**src/rtl/md_pkg.sv**
```systemverilog
// Shared definitions for the iterative multiply/divide unit.
//   op_t        : 4-bit operation codes presented on md_unit_iter.op
//   md_state_t  : top-level FSM states (IDLE, MUL, DIV, FIX)
//   acc_mode_t  : how a finished product is folded into {hi,lo}
//   is_long_op  : true for ops that occupy the unit for several cycles
package md_pkg;

    typedef enum logic [3:0] {
        OP_NONE  = 4'd0,
        OP_MULT  = 4'd1,
        OP_MULTU = 4'd2,
        OP_DIV   = 4'd3,
        OP_DIVU  = 4'd4,
        OP_MTHI  = 4'd5,
        OP_MTLO  = 4'd6,
        OP_MADD  = 4'd7,
        OP_MADDU = 4'd8,
        OP_MSUB  = 4'd9,
        OP_MSUBU = 4'd10
    } op_t;

    typedef enum logic [1:0] {
        ST_IDLE = 2'd0,
        ST_MUL  = 2'd1,
        ST_DIV  = 2'd2,
        ST_FIX  = 2'd3
    } md_state_t;

    typedef enum logic [1:0] {
        ACC_SET = 2'd0,
        ACC_ADD = 2'd1,
        ACC_SUB = 2'd2
    } acc_mode_t;

    function automatic logic is_long_op(input logic [3:0] op);
        logic res;
        case (op_t'(op))
            OP_MULT, OP_MULTU, OP_DIV, OP_DIVU,
            OP_MADD, OP_MADDU, OP_MSUB, OP_MSUBU: res = 1'b1;
            default:                              res = 1'b0;
        endcase
        return res;
    endfunction

endpackage

```
**src/rtl/md_div_iter.sv**
```systemverilog
// Radix-2 restoring divider, one quotient bit per clock.
//   clk, reset  : clock, synchronous active-high reset
//   start       : begin a division (caller guarantees the unit is free)
//   a, b        : dividend, divisor
//   is_signed   : treat a/b as two's complement
//   flush       : abandon the division in progress
//   q, r        : sign-corrected quotient / remainder, meaningful while valid=1
//   valid       : high for the single fix-up cycle after the WIDTH-th step
// Timing: start edge latches operands, the next WIDTH edges each retire one
// quotient bit, then valid is high for one cycle with the final q/r.
module md_div_iter
    import md_pkg::*;
#(
    parameter int WIDTH = 32
) (
    input  logic             clk,
    input  logic             reset,
    input  logic             start,
    input  logic [WIDTH-1:0] a,
    input  logic [WIDTH-1:0] b,
    input  logic             is_signed,
    input  logic             flush,
    output logic [WIDTH-1:0] q,
    output logic [WIDTH-1:0] r,
    output logic             valid
);

    localparam int CW = (WIDTH > 1) ? $clog2(WIDTH) : 1;
    localparam logic [WIDTH-1:0] MIN_VAL = {1'b1, {(WIDTH-1){1'b0}}};

    logic          run;
    logic          fix;
    logic [CW-1:0] dcnt;
    logic [WIDTH:0]   rem;   // partial remainder, one guard bit
    logic [WIDTH-1:0] dvd;   // dividend bits shift out the top, quotient bits in at the bottom
    logic [WIDTH-1:0] dsr;
    logic             neg_q;
    logic             neg_r;
    logic             div0;
    logic             ovf;

    logic             a_neg, b_neg;
    logic [WIDTH-1:0] a_mag, b_mag;
    logic [WIDTH+1:0] diff;
    logic             qbit;
    logic [WIDTH:0]   rem_nxt;

    assign a_neg = is_signed & a[WIDTH-1];
    assign b_neg = is_signed & b[WIDTH-1];
    assign a_mag = a_neg ? (~a + 1'b1) : a;
    assign b_mag = b_neg ? (~b + 1'b1) : b;

    // Trial subtraction of the divisor from {rem, next dividend bit};
    // a borrow out of the top means the bit is 0 and the old value is kept.
    assign diff    = {rem, dvd[WIDTH-1]} - {2'b00, dsr};
    assign qbit    = ~diff[WIDTH+1];
    assign rem_nxt = qbit ? diff[WIDTH:0] : {rem[WIDTH-1:0], dvd[WIDTH-1]};

    always_ff @(posedge clk) begin
        if (reset) begin
            run   <= 1'b0;
            fix   <= 1'b0;
            dcnt  <= '0;
            rem   <= '0;
            dvd   <= '0;
            dsr   <= '0;
            neg_q <= 1'b0;
            neg_r <= 1'b0;
            div0  <= 1'b0;
            ovf   <= 1'b0;
        end else if (flush) begin
            run  <= 1'b0;
            fix  <= 1'b0;
            dcnt <= '0;
        end else if (start) begin
            run   <= 1'b1;
            fix   <= 1'b0;
            dcnt  <= '0;
            rem   <= '0;
            dvd   <= a_mag;
            dsr   <= b_mag;
            neg_q <= a_neg ^ b_neg;
            neg_r <= a_neg;
            div0  <= (b == '0);
            ovf   <= is_signed & (a == MIN_VAL) & (b == '1);
        end else if (run) begin
            rem  <= rem_nxt;
            dvd  <= {dvd[WIDTH-2:0], qbit};
            dcnt <= dcnt + CW'(1);
            if (dcnt == CW'(WIDTH-1)) begin
                run <= 1'b0;
                fix <= 1'b1;
            end
        end else begin
            fix <= 1'b0;
        end
    end

    // Fix-up: a zero divisor yields all-ones / dividend (the magnitude path
    // already leaves |a| in rem, and re-applying a's sign restores a);
    // MIN / -1 is pinned to MIN remainder 0 rather than relying on wrap.
    always_comb begin
        q = neg_q ? (~dvd + 1'b1) : dvd;
        r = neg_r ? (~rem[WIDTH-1:0] + 1'b1) : rem[WIDTH-1:0];
        if (div0) begin
            q = '1;
        end else if (ovf) begin
            q = MIN_VAL;
            r = '0;
        end
    end

    assign valid = fix;

endmodule

```
**src/rtl/md_unit_iter.sv**
```systemverilog
// Multiply/divide unit for the E stage; owns the HI/LO registers.
//   clk, reset   : clock, synchronous active-high reset
//   start, op    : operation request and its md_pkg op code
//   a, b         : rs / rt operands
//   flush        : abort any in-flight op and drop this cycle's start
//   hi, lo       : architectural HI / LO
//   busy         : registered, a long op is in flight
//   occupy       : busy, or a long op being requested this cycle
//   done         : one-cycle pulse the cycle after a long op writes HI/LO
// Handshake: a request is taken on the edge where start=1, busy=0 and
// flush=0; requests seen while busy=1 are silently dropped, so the issuing
// stage must hold off while occupy=1. Long ops report completion only through
// done; mthi/mtlo complete on the accepting edge and never raise busy/done.
module md_unit_iter
    import md_pkg::*;
#(
    parameter int               WIDTH    = 32,
    parameter int               MUL_LAT  = 5,
    parameter logic [WIDTH-1:0] RST_HILO = '0
) (
    input  logic             clk,
    input  logic             reset,
    input  logic             start,
    input  logic [3:0]       op,
    input  logic [WIDTH-1:0] a,
    input  logic [WIDTH-1:0] b,
    input  logic             flush,
    output logic [WIDTH-1:0] hi,
    output logic [WIDTH-1:0] lo,
    output logic             busy,
    output logic             occupy,
    output logic             done
);

    localparam int CNT_MAX = (MUL_LAT > WIDTH) ? MUL_LAT : WIDTH;
    localparam int CW      = $clog2(CNT_MAX + 1);

    md_state_t state, state_nxt;
    logic [CW-1:0] cnt, cnt_nxt;
    logic [2*WIDTH-1:0] prod;
    acc_mode_t acc, acc_sel;

    op_t  op_e;
    logic accept;
    logic mul_signed;
    logic div_signed;
    logic [2*WIDTH-1:0] a_ext, b_ext, prod_now, mul_res;

    logic mul_go, div_go, mt_hi, mt_lo, fin_mul, fin_div, done_nxt;
    logic [WIDTH-1:0] div_q, div_r;
    logic             div_valid;

    assign op_e   = op_t'(op);
    assign busy   = (state != ST_IDLE);
    assign occupy = busy | (start & is_long_op(op));
    assign accept = start & ~busy & ~flush;

    assign mul_signed = (op_e == OP_MULT) || (op_e == OP_MADD) || (op_e == OP_MSUB);
    assign div_signed = (op_e == OP_DIV);

    // Sign- or zero-extend to 2*WIDTH so one multiplier serves both flavours;
    // the low 2*WIDTH bits of the extended product are exact either way.
    assign a_ext    = {{WIDTH{mul_signed & a[WIDTH-1]}}, a};
    assign b_ext    = {{WIDTH{mul_signed & b[WIDTH-1]}}, b};
    assign prod_now = a_ext * b_ext;

    always_comb begin
        case (op_e)
            OP_MADD, OP_MADDU: acc_sel = ACC_ADD;
            OP_MSUB, OP_MSUBU: acc_sel = ACC_SUB;
            default:           acc_sel = ACC_SET;
        endcase
    end

    // Accumulation reads HI/LO at completion, not at issue.
    always_comb begin
        case (acc)
            ACC_ADD: mul_res = {hi, lo} + prod;
            ACC_SUB: mul_res = {hi, lo} - prod;
            default: mul_res = prod;
        endcase
    end

    md_div_iter #(.WIDTH(WIDTH)) u_div (
        .clk       (clk),
        .reset     (reset),
        .start     (div_go),
        .a         (a),
        .b         (b),
        .is_signed (div_signed),
        .flush     (flush),
        .q         (div_q),
        .r         (div_r),
        .valid     (div_valid)
    );

    always_comb begin
        state_nxt = state;
        cnt_nxt   = cnt;
        mul_go    = 1'b0;
        div_go    = 1'b0;
        mt_hi     = 1'b0;
        mt_lo     = 1'b0;
        fin_mul   = 1'b0;
        fin_div   = 1'b0;
        done_nxt  = 1'b0;
        case (state)
            ST_IDLE: begin
                if (accept) begin
                    case (op_e)
                        OP_MULT, OP_MULTU, OP_MADD, OP_MADDU, OP_MSUB, OP_MSUBU: begin
                            state_nxt = ST_MUL;
                            cnt_nxt   = CW'(1);
                            mul_go    = 1'b1;
                        end
                        OP_DIV, OP_DIVU: begin
                            state_nxt = ST_DIV;
                            cnt_nxt   = CW'(1);
                            div_go    = 1'b1;
                        end
                        OP_MTHI: mt_hi = 1'b1;
                        OP_MTLO: mt_lo = 1'b1;
                        default: ;
                    endcase
                end
            end
            ST_MUL: begin
                if (flush) begin
                    state_nxt = ST_IDLE;
                    cnt_nxt   = '0;
                end else if (cnt == CW'(MUL_LAT)) begin
                    state_nxt = ST_IDLE;
                    cnt_nxt   = '0;
                    fin_mul   = 1'b1;
                    done_nxt  = 1'b1;
                end else begin
                    cnt_nxt = cnt + CW'(1);
                end
            end
            ST_DIV: begin
                if (flush) begin
                    state_nxt = ST_IDLE;
                    cnt_nxt   = '0;
                end else if (cnt == CW'(WIDTH)) begin
                    state_nxt = ST_FIX;
                    cnt_nxt   = '0;
                end else begin
                    cnt_nxt = cnt + CW'(1);
                end
            end
            ST_FIX: begin
                state_nxt = ST_IDLE;
                if (!flush && div_valid) begin
                    fin_div  = 1'b1;
                    done_nxt = 1'b1;
                end
            end
            default: begin
                state_nxt = ST_IDLE;
                cnt_nxt   = '0;
            end
        endcase
    end

    always_ff @(posedge clk) begin
        if (reset) begin
            hi    <= RST_HILO;
            lo    <= RST_HILO;
            state <= ST_IDLE;
            cnt   <= '0;
            prod  <= '0;
            acc   <= ACC_SET;
            done  <= 1'b0;
        end else begin
            state <= state_nxt;
            cnt   <= cnt_nxt;
            done  <= done_nxt;
            if (mul_go) begin
                prod <= prod_now;
                acc  <= acc_sel;
            end
            if (fin_mul) begin
                {hi, lo} <= mul_res;
            end else if (fin_div) begin
                hi <= div_r;
                lo <= div_q;
            end else begin
                if (mt_hi) hi <= a;
                if (mt_lo) lo <= a;
            end
        end
    end

endmodule

```
**config.mk**
```make
export PLATFORM = sky130hd
export DESIGN_NAME = md_unit_iter
export DESIGN_NICKNAME = d
export VERILOG_FILES = /design/src/rtl/md_pkg.sv /design/src/rtl/md_div_iter.sv /design/src/rtl/md_unit_iter.sv
export SDC_FILE = /design/constraint.sdc
export NUM_CORES = 2
export LEC_CHECK = 0
export ABC_CLOCK_PERIOD_IN_PS = 11950
export CORE_ASPECT_RATIO = 0.5
export CORE_MARGIN = 2
export CORE_UTILIZATION = 40
export DETAILED_ROUTE_END_ITERATION = 10
export GPL_TIMING_DRIVEN = 0
export PLACE_DENSITY_LB_ADDON = 0.1
export SYNTH_ARGS = -nofsm -noshare
export SYNTH_HDL_FRONTEND = slang
export SYNTH_SLANG_ARGS = --single-unit
```
**constraint.sdc**
```tcl
create_clock -name clk -period 11.95 [get_ports clk]
set_input_delay 1.195 -clock clk [delete_from_list [all_inputs] [get_ports clk]]
set_output_delay 1.195 -clock clk [all_outputs]
set_load 0.01 [all_outputs]
```
==> impl_metrics.prom <==
# TYPE chip_impl_metric gauge
chip_impl_metric{name="grt.total_usage",unit="%"} 34.88
chip_impl_metric{name="postRouteAntennaNets",unit=""} 0
chip_impl_info{name="outcome",value="complete, but fails checks"} 1
chip_impl_metric{name="remaining_drc_errors",unit=""} 0
chip_impl_metric{name="post_synthesis_net_count",unit=""} 8459
chip_impl_metric{name="timing_worst_slew_pin_value",unit="ps"} 1597
chip_impl_metric{name="n_fill_cell",unit=""} 14742
chip_impl_metric{name="synthesis.area",unit="um^2"} 57880
chip_impl_info{name="netlist_top_cells_count",value="1188 x inv_1, 1127 x fa_1, 1042 x nand2_1, 370 x and2_1"} 1
chip_impl_metric{name="placedCellCount",unit=""} 8938
chip_impl_metric{name="cts.repair_timing.setup_buffer_count",unit=""} 0
chip_impl_metric{name="ys_seq_area_share",unit="%"} 8.542
chip_impl_info{name="tritoncts",value="built"} 1
chip_impl_metric{name="final_core_util",unit="%"} 43.49
chip_impl_info{name="cell_occurring_most_often_along_the_worst_timing_path",value="fa_1"} 1
chip_impl_info{name="ys_dominant_reg_cell",value="dfxtp_1"} 1
chip_impl_metric{name="core",unit="um^2"} 143200
chip_impl_metric{name="synth_top_area_share",unit="%"} 38.98
chip_impl_metric{name="io_pins",unit=""} 139
chip_impl_metric{name="total_die_area",unit="um^2"} 148000
chip_impl_metric{name="drt-total-wl",unit="um"} 260100
chip_impl_metric{name="worstPathMaxFanout",unit=""} 10
chip_impl_metric{name="fin_nets",unit=""} 8596
chip_impl_metric{name="hold_viol_final",unit=""} 0
chip_impl_metric{name="maxCapViolations",unit=""} 3
chip_impl_info{name="startpoint_type",value="primary input"} 1
chip_impl_metric{name="worst_setup_hold_path_clk_slew",unit="ps"} 60
chip_impl_metric{name="syn_area_per_cell",unit="um^2"} 8.349
chip_impl_metric{name="cts_buffers",unit=""} 29
chip_impl_metric{name="number_of_placement_rows",unit=""} 98
chip_impl_metric{name="die_w",unit="um"} 542.0
chip_impl_metric{name="slew_headroom",unit="%"} -6.464
chip_impl_metric{name="grt_overflow_total",unit=""} 0
chip_impl_metric{name="fin_worst_skew",unit="ps"} 24.53
chip_impl_metric{name="slew_violations",unit=""} 22
chip_impl_metric{name="via_count",unit=""} 51262
chip_impl_metric{name="htree_levels",unit=""} 1
chip_impl_metric{name="gpl.final_weighted_congestion",unit=""} 1.036
chip_impl_metric{name="worstPathArrival",unit="ps"} 12180
chip_impl_info{name="rsz0062_at_grt",value="no"} 1
chip_impl_metric{name="post_layout_minimum_cycle_time",unit="ps"} 11660
chip_impl_metric{name="layoutNonFillerInstCount",unit=""} 9000
chip_impl_metric{name="grt_max_degree",unit=""} 25
chip_impl_metric{name="clkLatencyLatePin",unit="ps"} 600
chip_impl_metric{name="detailedRoute.firstPassIterationCount",unit=""} 9
chip_impl_metric{name="highest_achievable_clock_rate",unit="MHz"} 85.80
chip_impl_metric{name="detail_route.vias_per_cell",unit=""} 5.696
chip_impl_info{name="cell_accounting_for_the_most_synthesized_area",value="fa_1"} 1
chip_impl_metric{name="wire_length_of_the_first_global_routing_pass",unit="um"} 369800
chip_impl_metric{name="final.period_utilization",unit="%"} 97.54
chip_impl_metric{name="yosysUniqueCellTypes",unit=""} 82
chip_impl_info{name="class_of_the_worst_hold_path",value="flip-flop to flip-flop"} 1
chip_impl_metric{name="setup_viol",unit=""} 0
chip_impl_metric{name="cts_buffer_depth",unit=""} 3
chip_impl_metric{name="async_flop_share",unit="%"} 0
chip_impl_info{name="root_buffer",value="clkbuf_16"} 1
chip_impl_metric{name="initial_utilization",unit="%"} 40.42
chip_impl_metric{name="postSynthCellCount",unit=""} 6933
chip_impl_metric{name="hpwlAfterDp",unit="um"} 212800
chip_impl_metric{name="drt-wirelength-per-cell",unit="um"} 28.90
chip_impl_metric{name="synth_seq_cells",unit=""} 247
chip_impl_metric{name="number_of_flops_mapped_to_enable_cells_by_yosys",unit=""} 0
chip_impl_metric{name="cp_data_required_time",unit="ps"} 12470
chip_impl_metric{name="antenna_found_initial",unit=""} 23
chip_impl_metric{name="synth.yosys.warnings",unit=""} 0
chip_impl_metric{name="die-height",unit="um"} 273.0
chip_impl_metric{name="initialDrtViolationCount",unit=""} 5575
chip_impl_info{name="violations",value="capacitance limit, slew limit"} 1
chip_impl_info{name="critical-path-slowest-cell",value="buf_1"} 1
chip_impl_metric{name="first_global_vias",unit=""} 50339
chip_impl_metric{name="final_layout_size_suffix_gt1_share",unit="%"} 1.509
chip_impl_metric{name="layout_overhead_on_the_synthesized_area",unit="%"} 7.596
chip_impl_metric{name="buffer_ports.inserted",unit=""} 103
chip_impl_metric{name="crit_path_max_incr_delay",unit="ps"} 990
chip_impl_info{name="synth_most_common_cell",value="inv_1"} 1
chip_impl_info{name="worstSetupPathType",value="primary input to flip-flop"} 1
chip_impl_info{name="critical_path.endpoint_type",value="flip-flop"} 1
chip_impl_info{name="synth.area.top_cells",value="fa_1 39%, dfxtp_1 8.5%, inv_1 7.7%"} 1
chip_impl_metric{name="cts.sinks",unit=""} 247
==> routing by layer <==
layer  GRT usage, %  vias to the layer above  wire (um)
li1               -                    22001          -
met1          50.19                    25936     113600
met2          49.68                     2851     104300
met3          10.34                      464      31930
met4          11.53                       10      10130
met5              0                        -         71
==> logic make-up after synthesis <==
kind of cell             synth area share [%]
XOR/XNOR                                5.067
flip-flops                              8.542
adder cells (fa/ha/maj)                 46.05
multiplexers                           0.7479
AO/OA/AOI/OAI                           11.88
AND/OR/NAND/NOR                         17.09
buffers and inverters                   10.63
==> layout by cell type (no fill, tap or decap), types with 34 or more instances in the layout <==
master           synthesis  layout
inv_1                 1188    1188
fa_1                  1127    1125
nand2_1               1042    1042
and2_1                 370     370
a21oi_1                350     350
clkbuf_1               350     340
nor2_1                 334     334
ha_1                   327     327
dfxtp_1                247     247
o21ai_0                239     238
xnor2_1                207     207
xor2_1                 126     126
clkdlybuf4s50_1          0     103
a21o_1                  99      99
buf_1                   88      88
nor3_1                  74      74
a211oi_1                71      71
nand3_1                 65      65
and3_1                  43      43
a311oi_1                43      43
mux2i_1                 41      41
nand4_1                 39      39
o31ai_1                 34      34
==> registers in the layout, indices dropped and copies added (netlist names) <==
signal,flops
cnt,6
u_div.dcnt,5
u_div.div0,1
done,1
u_div.neg_q,1
u_div.neg_r,1
u_div.run,1
hi,32
lo,32
u_div.rem,33
u_div.dvd,32
state,2
u_div.ovf,1
u_div.dsr,32
prod,64
u_div.valid,1
acc,2
==> critical path: cells and delay by family <==
family | cells | cell delay, ps
adder cells (fa/ha/maj) | 9 | 4680
XOR/XNOR | 1 | 220
AND/OR/NAND/NOR | 3 | 610
buffers and inverters | 8 | 2950
AO/OA/AOI/OAI | 8 | 2480
==> worst paths after layout <==
check,start,to,cells after the start,slack (ps)
worst max register to register,prod[8]$_SDFFE_PP0P_,hi[31]$_SDFFE_PP0P_,24,5140
worst min register to register,u_div.dsr[20]$_SDFFE_PP0P_,u_div.dsr[20]$_SDFFE_PP0P_,2,470
worst min-delay path,u_div.dsr[20]$_SDFFE_PP0P_,u_div.dsr[20]$_SDFFE_PP0P_,2,470
worst max-delay path,a[21],prod[59]$_SDFFE_PP0P_,29,290
==> through the flow <==
| step | worst slack, ps | cell area [um^2] | hold WS [ps] | setup TNS [ps] |
|---|---|---|---|---|
| after global routing | 171.8 | 62270 | 492.1 | 0 |
| after floorplan | 2476 | 57880 | 431.9 | 0 |
| after CTS | 306.3 | 62240 | 463.0 | 0 |
| after global placement | -1491 | 61290 | 442.8 | -16490 |
| final | 294.5 | 62280 | 465.8 | 0 |
| after detailed placement | -975.5 | 61340 | 455.1 | -8298 |
==> timing repair <==
| item | 4_1_cts | 5_1_grt |
|---|---|---|
| pin swaps | 0 | 0 |
| gates resized for setup | 2 | 3 |
| endpoints found under the hold margin | 0 | 0 |
| hold buffers | 0 | 0 |
| endpoints found under the setup margin | 8 | 6 |
==> cell type report <==
type	instances	area [um^2]	share of cell area (%)
multi-input cells	5053	46800	75.14
flip-flops and latches	247	4945	7.939
inverters	1188	4459	7.160
well taps	1900	2377	3.817
plain buffers	445	1712	2.748
repair buffers	106	1069	1.716
clock buffers	39	803.3	1.290
clock inverters	12	92.59	0.1487
diodes	10	25.02	0.04018
Power is left out: the tool's default activity adds up to more than one toggle a clock period on the data nets, which glitch-free logic cannot reach.
